[src/rtl/alu_pkg.sv]
// Shared ALU definitions: op codes, result entry layout and op classification.
// Used by the ALU datapath and by the result buffer that drains it.
package alu_pkg;

    localparam logic [3:0] ALU_ADD = 4'b0000;
    localparam logic [3:0] ALU_SUB = 4'b0001;
    localparam logic [3:0] ALU_MUL = 4'b0010;
    localparam logic [3:0] ALU_DIV = 4'b0011;
    localparam logic [3:0] ALU_AND = 4'b0100;
    localparam logic [3:0] ALU_OR  = 4'b0101;
    localparam logic [3:0] ALU_XOR = 4'b0110;
    localparam logic [3:0] ALU_NOR = 4'b0111;
    localparam logic [3:0] ALU_SLL = 4'b1000;
    localparam logic [3:0] ALU_SRL = 4'b1001;
    localparam logic [3:0] ALU_SRA = 4'b1010;
    localparam logic [3:0] ALU_NOT = 4'b1011;

    localparam int ENTRY_W = 68;

    typedef struct packed {
        logic [31:0] zhi;
        logic [31:0] zlo;
        logic [3:0]  op;
    } alu_entry_t;

    typedef enum logic {
        BEAT_LO = 1'b0,
        BEAT_HI = 1'b1
    } beat_t;

    // Multiply and divide produce a meaningful HI word.
    function automatic logic is_wide(input logic [3:0] op);
        return (op == ALU_MUL) || (op == ALU_DIV);
    endfunction

    function automatic logic is_legal(input logic [3:0] op);
        return op <= ALU_NOT;
    endfunction

endpackage

[src/rtl/result_fifo.sv]
// Circular result store with wrapping pointers and an occupancy count.
// Storage is not reset; only pointers and count are cleared.
module result_fifo #(
    parameter int WIDTH = 68,
    parameter int DEPTH = 4
) (
    input  logic                     clk,
    input  logic                     clr,
    input  logic                     push,
    input  logic [WIDTH-1:0]         wdata,
    input  logic                     pop,
    output logic [WIDTH-1:0]         rdata,
    output logic [$clog2(DEPTH):0]   count,
    output logic                     full,
    output logic                     empty
);

    localparam int AW = $clog2(DEPTH);
    localparam logic [AW:0] CAP = (AW + 1)'(DEPTH);

    logic [WIDTH-1:0] mem [DEPTH];
    logic [AW-1:0]    wptr;
    logic [AW-1:0]    rptr;
    logic             do_push;
    logic             do_pop;

    assign full    = (count == CAP);
    assign empty   = (count == '0);
    assign do_push = push & ~full;
    assign do_pop  = pop & ~empty;
    assign rdata   = mem[rptr];

    always_ff @(posedge clk) begin
        if (do_push) begin
            mem[wptr] <= wdata;
        end
    end

    // DEPTH is a power of two, so plain increments wrap modulo DEPTH.
    always_ff @(posedge clk) begin
        if (clr) begin
            wptr  <= '0;
            rptr  <= '0;
            count <= '0;
        end else begin
            if (do_push) begin
                wptr <= wptr + 1'b1;
            end
            if (do_pop) begin
                rptr <= rptr + 1'b1;
            end
            case ({do_push, do_pop})
                2'b10:   count <= count + 1'b1;
                2'b01:   count <= count - 1'b1;
                default: count <= count;
            endcase
        end
    end

endmodule

[src/rtl/alu_result_buffer.sv]
// Buffers ALU results and serializes them onto a 32-bit bus,
// LO beat first, then HI for multiply/divide.
module alu_result_buffer
    import alu_pkg::*;
#(
    parameter int DEPTH = 4
) (
    input  logic                   clk,
    input  logic                   clr,
    input  logic [31:0]            zlo_in,
    input  logic [31:0]            zhi_in,
    input  logic [3:0]             op_in,
    input  logic                   in_valid,
    output logic                   in_ready,
    output logic [31:0]            bus_data,
    output logic                   bus_hi,
    output logic                   bus_last,
    output logic [3:0]             bus_op,
    output logic                   bus_valid,
    input  logic                   bus_ready,
    output logic                   drop_err,
    output logic [$clog2(DEPTH):0] occupancy
);

    logic       full;
    logic       empty;
    logic       accept;
    logic       legal;
    logic       push;
    logic       pop;
    logic       beat_done;
    alu_entry_t wentry;
    alu_entry_t head;
    beat_t      state;

    assign in_ready = ~full;
    assign legal    = is_legal(op_in);
    assign accept   = in_valid & in_ready;
    assign push     = accept & legal;
    assign wentry   = '{zhi: zhi_in, zlo: zlo_in, op: op_in};

    result_fifo #(
        .WIDTH(ENTRY_W),
        .DEPTH(DEPTH)
    ) u_fifo (
        .clk   (clk),
        .clr   (clr),
        .push  (push),
        .wdata (wentry),
        .pop   (pop),
        .rdata (head),
        .count (occupancy),
        .full  (full),
        .empty (empty)
    );

    // Bus fields are forced to zero when nothing is stored.
    assign bus_valid = ~empty;
    assign bus_hi    = bus_valid & (state == BEAT_HI);
    assign bus_data  = !bus_valid ? '0 : (bus_hi ? head.zhi : head.zlo);
    assign bus_op    = bus_valid ? head.op : '0;
    assign bus_last  = bus_valid & (bus_hi | ~is_wide(head.op));
    assign beat_done = bus_valid & bus_ready;
    assign pop       = beat_done & bus_last;

    always_ff @(posedge clk) begin
        if (clr) begin
            state    <= BEAT_LO;
            drop_err <= 1'b0;
        end else begin
            drop_err <= accept & ~legal;
            if (beat_done) begin
                state <= bus_last ? BEAT_LO : BEAT_HI;
            end
        end
    end

endmodule

[config.mk]
export PLATFORM = sky130hd
export DESIGN_NAME = alu_result_buffer
export DESIGN_NICKNAME = d
export VERILOG_FILES = /design/src/rtl/alu_pkg.sv /design/src/rtl/result_fifo.sv /design/src/rtl/alu_result_buffer.sv
export SDC_FILE = /design/constraint.sdc
export NUM_CORES = 1
export LEC_CHECK = 0
export BUFFER_PORTS_ARGS = -buffer_cell sky130_fd_sc_hd__buf_2
export CAP_MARGIN = 5
export CELL_PAD_IN_SITES_DETAIL_PLACEMENT = 0
export CELL_PAD_IN_SITES_GLOBAL_PLACEMENT = 1
export CORE_ASPECT_RATIO = 0.7
export CORE_MARGIN = 4
export CORE_UTILIZATION = 46
export CTS_CLUSTER_DIAMETER = 60
export DETAILED_ROUTE_END_ITERATION = 7
export GPL_ROUTABILITY_DRIVEN = 1
export PLACE_DENSITY_LB_ADDON = 0.1
export SLEW_MARGIN = 0
export SYNTH_ARGS = -nofsm -noshare
export SYNTH_HDL_FRONTEND = slang
export SYNTH_SLANG_ARGS = --single-unit
[constraint.sdc]
create_clock -name clk -period 3 [get_ports clk]
set_input_delay 0.15 -clock clk [delete_from_list [all_inputs] [get_ports clk]]
set_output_delay 0.15 -clock clk [all_outputs]
set_load 0.05 [all_outputs]
Word level (Yosys, flattened, before mapping)

Memory sizes are Yosys's and may differ from the RTL's. A register that Yosys moved wholly into a read port is not among the register bits.
Cells that the tools add are included.

Add/subtract/negate cells: 4
Order comparisons: 1
Equal/unequal tests: 5
Mux-type cells: 9
Bitwise operators: 14
Reductions and logical operators: 3

Operators with widths:

| operator                                              | count |
|---|---|
| 2-to-1 mux 32 bit                                     | 2 |
| bitwise AND 1 bit                                     | 9 |
| equality test 4 x 2 -> 1 bit, second input constant   | 2 |
| one-hot mux 3 bit (2 select lines)                    | 1 |
| adder 2 x 1 -> 2 bit, second input constant           | 2 |
| less-or-equal comparator 4 bit, second input constant | 1 |
| 2-to-1 mux 2 bit                                      | 2 |
| 2-to-1 mux 4 bit                                      | 1 |
| inverter 1 bit                                        | 4 |
| adder 3 x 1 -> 3 bit, second input constant           | 1 |
| equality test 3 bit, second input constant            | 1 |
| zero test 3 bit                                       | 1 |
| 2-to-1 mux 1 bit                                      | 3 |
| subtractor 3 x 1 -> 3 bit, second input constant      | 1 |
| equality test 2 x 1 -> 1 bit, second input constant   | 1 |
| equality test 2 bit, second input constant            | 1 |
| nonzero test 2 bit                                    | 1 |
| logical OR 1 bit                                      | 1 |
| bitwise OR 1 bit                                      | 1 |

Register bits: 9
Memory bits (writable): 272
Input bits: 72
Output and inout port bits: 44
Logic and storage cells: 42
Memories kept: 1

Memories:

| memory     | depth | bits a word | rd ports | clocked after memory_dff | wr ports | line              | RTL |
|---|---|---|---|---|---|---|---|
| u_fifo.mem | 4     | 68          | 1        | 1                        | 1        | result_fifo.sv:21 | `logic [WIDTH-1:0] mem [DEPTH];` |

Depth between registers and ports, before layout

Word-level depth: 9
Mapped depth: 10
Depth with buffers taken out: 10

Modules after synthesis

Synthesis repeated with hierarchy kept, for this count alone.

Cells, all modules: 502
Area, all modules: 10968.0 um^2

By module, submodules not included:

| module            | times used | cells an instance | area each (um^2) | seq. area each (um^2) |
|---|---|---|---|---|
| result_fifo       | 1          | 410               | 10306.1          | 8348.0 |
| alu_result_buffer | 1          | 92                | 661.9            | 40.0 |

Least setup slack after synthesis

No wires, ideal clock.

Path type: register -> register
Start: register u_fifo.count[0]
End: memory u_fifo.mem[0][0] (enable)
Setup time: 433 ps
Data arrival time: 3201 ps
Data required time: 2567 ps
Setup slack: -634 ps
Stages on the path, launching flop included: 5
Buffers on the path: 0
Period minus slack after synthesis: 3634 ps
Cell sequence: dfxtp_1 > or3b_1 > nand2_1 > a21oi_1 > and2_1

Word-level cells in the longest chain between the ends: 7

RTL lines:

| item                                       | line                    | RTL |
|---|---|---|
| start, declared                            | result_fifo.sv:13       | `output logic [$clog2(DEPTH):0] count,` |
| start signal, assigned                     | result_fifo.sv:53       | `2'b10: count <= count + 1'b1;` |
| start signal, assigned                     | result_fifo.sv:54       | `2'b01: count <= count - 1'b1;` |
| start signal, assigned                     | result_fifo.sv:55       | `default: count <= count;` |
| equality test 3 bit (*)                    | result_fifo.sv:27       | `assign full = (count == CAP);` |
| inverter 1 bit (*)                         | alu_result_buffer.sv:36 | `assign in_ready = ~full;` |
| via in_ready                               | alu_result_buffer.sv:14 | `output logic in_ready,` |
| bitwise AND 1 bit                          | alu_result_buffer.sv:38 | `assign accept = in_valid & in_ready;` |
| bitwise AND 1 bit                          | alu_result_buffer.sv:39 | `assign push = accept & legal;` |
| bitwise AND 1 bit (*)                      | result_fifo.sv:29       | `assign do_push = push & ~full;` |
| 2-to-1 mux 1 bit (*)                       | result_fifo.sv:34       | `if (do_push) begin` |
| 2-to-1 mux 1 bit (not written as such) (*) | result_fifo.sv:35       | `mem[wptr] <= wdata;` |
| end, declared                              | result_fifo.sv:21       |  |

The timed path passes the listed nets; every way through them passes the cells marked *.

==> metrics.cfg <==
[clock_network]
htreeDepth=1
ctsResizeCount=0
clk_pin_slew_worst_paths_ns=0.06
cts_tree=built
cts_buffer_depth=3
clk_latency_ns=0.53
numCtsBuffers=28
cts-root-buf=clkbuf_16
hold_buffers=73
cts_setup_buffers=0
cts_sinks=283

[global_route]
grt_max_degree=66
grt_first_pass_wirelength_um=32700
grt_usage_pct=16.3
gr-total-overflow=0
antenna_found_initial=1
grt_pass1_vias=5761

[setup_path]
timing.reg2reg.setup_slack_ns=0.46
worstSetupPathType=reg2out
worstPathRequired_ns=2.85
path_max_fanout=65
worstSetupEndpointType=output port
crit_arrival_ns=2.64
startpoint_type=register
r2r_end=u_fifo.count[2]$_SDFFE_PP0P_
ff2ff_path_depth=9

[detailed_routing]
dr.first_iter.drc_count=263
wl_per_cell_um=20.3
vias=5379
dr.pass1.iters=7
route.detailed.drc=0
wirelength_um=21000
antenna_left=0
detail_route.vias_per_cell=5.20

[sta]
slew_violations=0
fmax_mhz=358
hold_violations=0
period_needed_ns=2.79
setup_tns_ns=0
rsz0062_at_grt=no
fin_skew_ns=0.0132
slew_headroom_pct=33.0
worstMarginPinSlew_ns=1.01
setup_viol=0
setup_slack_ns=0.210
period_share_pct=93.0

[synthesis]
synth_compound_area_share_pct=0.461
syn_inst=494
yosys_register_bits=283
synthMuxAreaShare_pct=17.2
postSynthAreaPerCell_um2=22.0
synth_top_family_by_area=multiplexers
ys_seq_area_share_pct=77.3
ys_types=26
syn_nets=572
ys_warn_count=0
synthAdderAreaFrac_pct=0.761
synth_top_area_share_pct=75.3
synth-xor-area-share_pct=0.242
yosys.area_share.simple_pct=2.66
synth.cell_area_um2=10800
ys_top_cells_by_area=edfxtp_1 75%, mux4_2 14%, mux2i_1 3.0%
yosys.area.top_type=edfxtp_1

[floorplanning]
start_util_pct=47.4
dieWidth_um=192
dieArea_um2=26100
die_height_um=136
num_rows=46
design.core.area_um2=22900
io_pins=116

[cells_and_area]
layout_common_cells=272 x edfxtp_1, 115 x buf_2, 73 x dlygate4sd3_1, 68 x mux4_2, 39 x nor2_1
area_growth_pct=23.8
n_fill_cell=1752
seq_area_um2=8400
final_layout_size_suffix_gt1_share_pct=32.8
final_common_cell=edfxtp_1
nets=779
multi_input_area_um2=2320

[flow_run]
max-cap-violations=0

[worst_hold_path]
whs_path_depth=2
min_to=u_fifo.mem[2][51]$_DFFE_PP_
worstHoldStart=zhi_in[15]
hp-class=in2reg

[pwr]
ir_drop_mv=0.636
leakagePower_nw=4.49
total_power_mw=11.6
pwr_density_cell_nw_per_um2=862

[placed_design]
globalplace.congestion=0.676
place_ws_ns=0.447
place_hpwl_um=12100
port_buffers=115

[run_status]
status=finished, final reports clean

==> worst max-delay path: stages (launching register included) <==
cell	delay [ns]
dfxtp_4	0.37
buf_4	0.77
mux4_2	0.43
mux2i_1	0.18
nor2_1	0.08
buf_2	0.24
==> area by class of cell <==
cell class | count | share of cell area (%)
antenna | 1 | 0.0186
sequential | 283 | 62.5
clock inverter | 10 | 0.484
inverter | 7 | 0.196
clock buffer | 41 | 5.74
multi-input combinational | 181 | 17.3
tap | 312 | 2.91
timing repair buffer | 200 | 10.9
==> registers in the layout (all words and copies together) (netlist names), named ones only <==
signal	flops
u_fifo.count	3
u_fifo.mem	272
drop_err	1
u_fifo.rptr	2
u_fifo.wptr	2
state	1
==> synth_stat cells, drive strengths merged <==
| master | instances |
|---|---|
| and2 | 9 |
| edfxtp | 272 |
| buf | 17 |
| o21ai | 3 |
| mux4 | 68 |
| ha | 5 |
| nor4b | 1 |
| inv | 7 |
| nand3 | 2 |
| nor3 | 2 |
| dfxtp | 11 |
| mux2i | 33 |
| xnor2 | 1 |
| nor2 | 39 |
| clkbuf | 6 |
| a21oi | 7 |
| nand2 | 4 |
| xor2 | 2 |
| or3 | 3 |
| or3b | 1 |
| fa | 1 |
==> metal layers <==
metal	track usage, %	wire length (um)
met5	0	0
met4	3.15	317
met3	3.21	1010
met2	27.7	10400
met1	22.4	9360
==> per-stage QoR <==
step | hold slack, ns | cells | util [%] | area (um2)
2_1_floorplan | 0.249 | 494 | - | 10900
3_3_place_gp | 0.359 | 910 | 51.8 | 11900
3_5_place_dp | 0.368 | 910 | 51.8 | 11900
4_1_cts | 0.340 | 1034 | 58.6 | 13400
5_1_grt | 0.367 | 1035 | 58.7 | 13400
6_report | 0.366 | 1035 | 58.7 | 13400
==> worst max-delay path by stage <==
stage	startpoint	end	cells after the start
final	register	bus_data[16]	5
after global routing	register	bus_data[0]	5
after CTS	register	bus_data[1]	5
after detailed placement	register	u_fifo.count[2]$_SDFFE_PP0P_	9
after global placement	register	u_fifo.count[2]$_SDFFE_PP0P_	9
after floorplan	u_fifo.count[0]$_SDFFE_PP0P_	u_fifo.mem[0][0]$_DFFE_PP_	4
==> cells by family (layout without fill, tap and decap cells) <==
family,count (synthesis),after routing
flip-flops,283,283
multiplexers,101,101
AND/OR/NAND/NOR,61,61
buffers and inverters,30,258
AO/OA/AOI/OAI,10,10
adder cells (fa/ha/maj),6,6
XOR/XNOR,3,3
other,0,1
==> report_power, final <==
part	internal (mW)	switching, mW
sequential	4.65	0.0949
clock	1.85	1.34
combinational	1.20	2.44
total	7.71	3.87
Note: power is estimated with default switching activity, not from simulation.
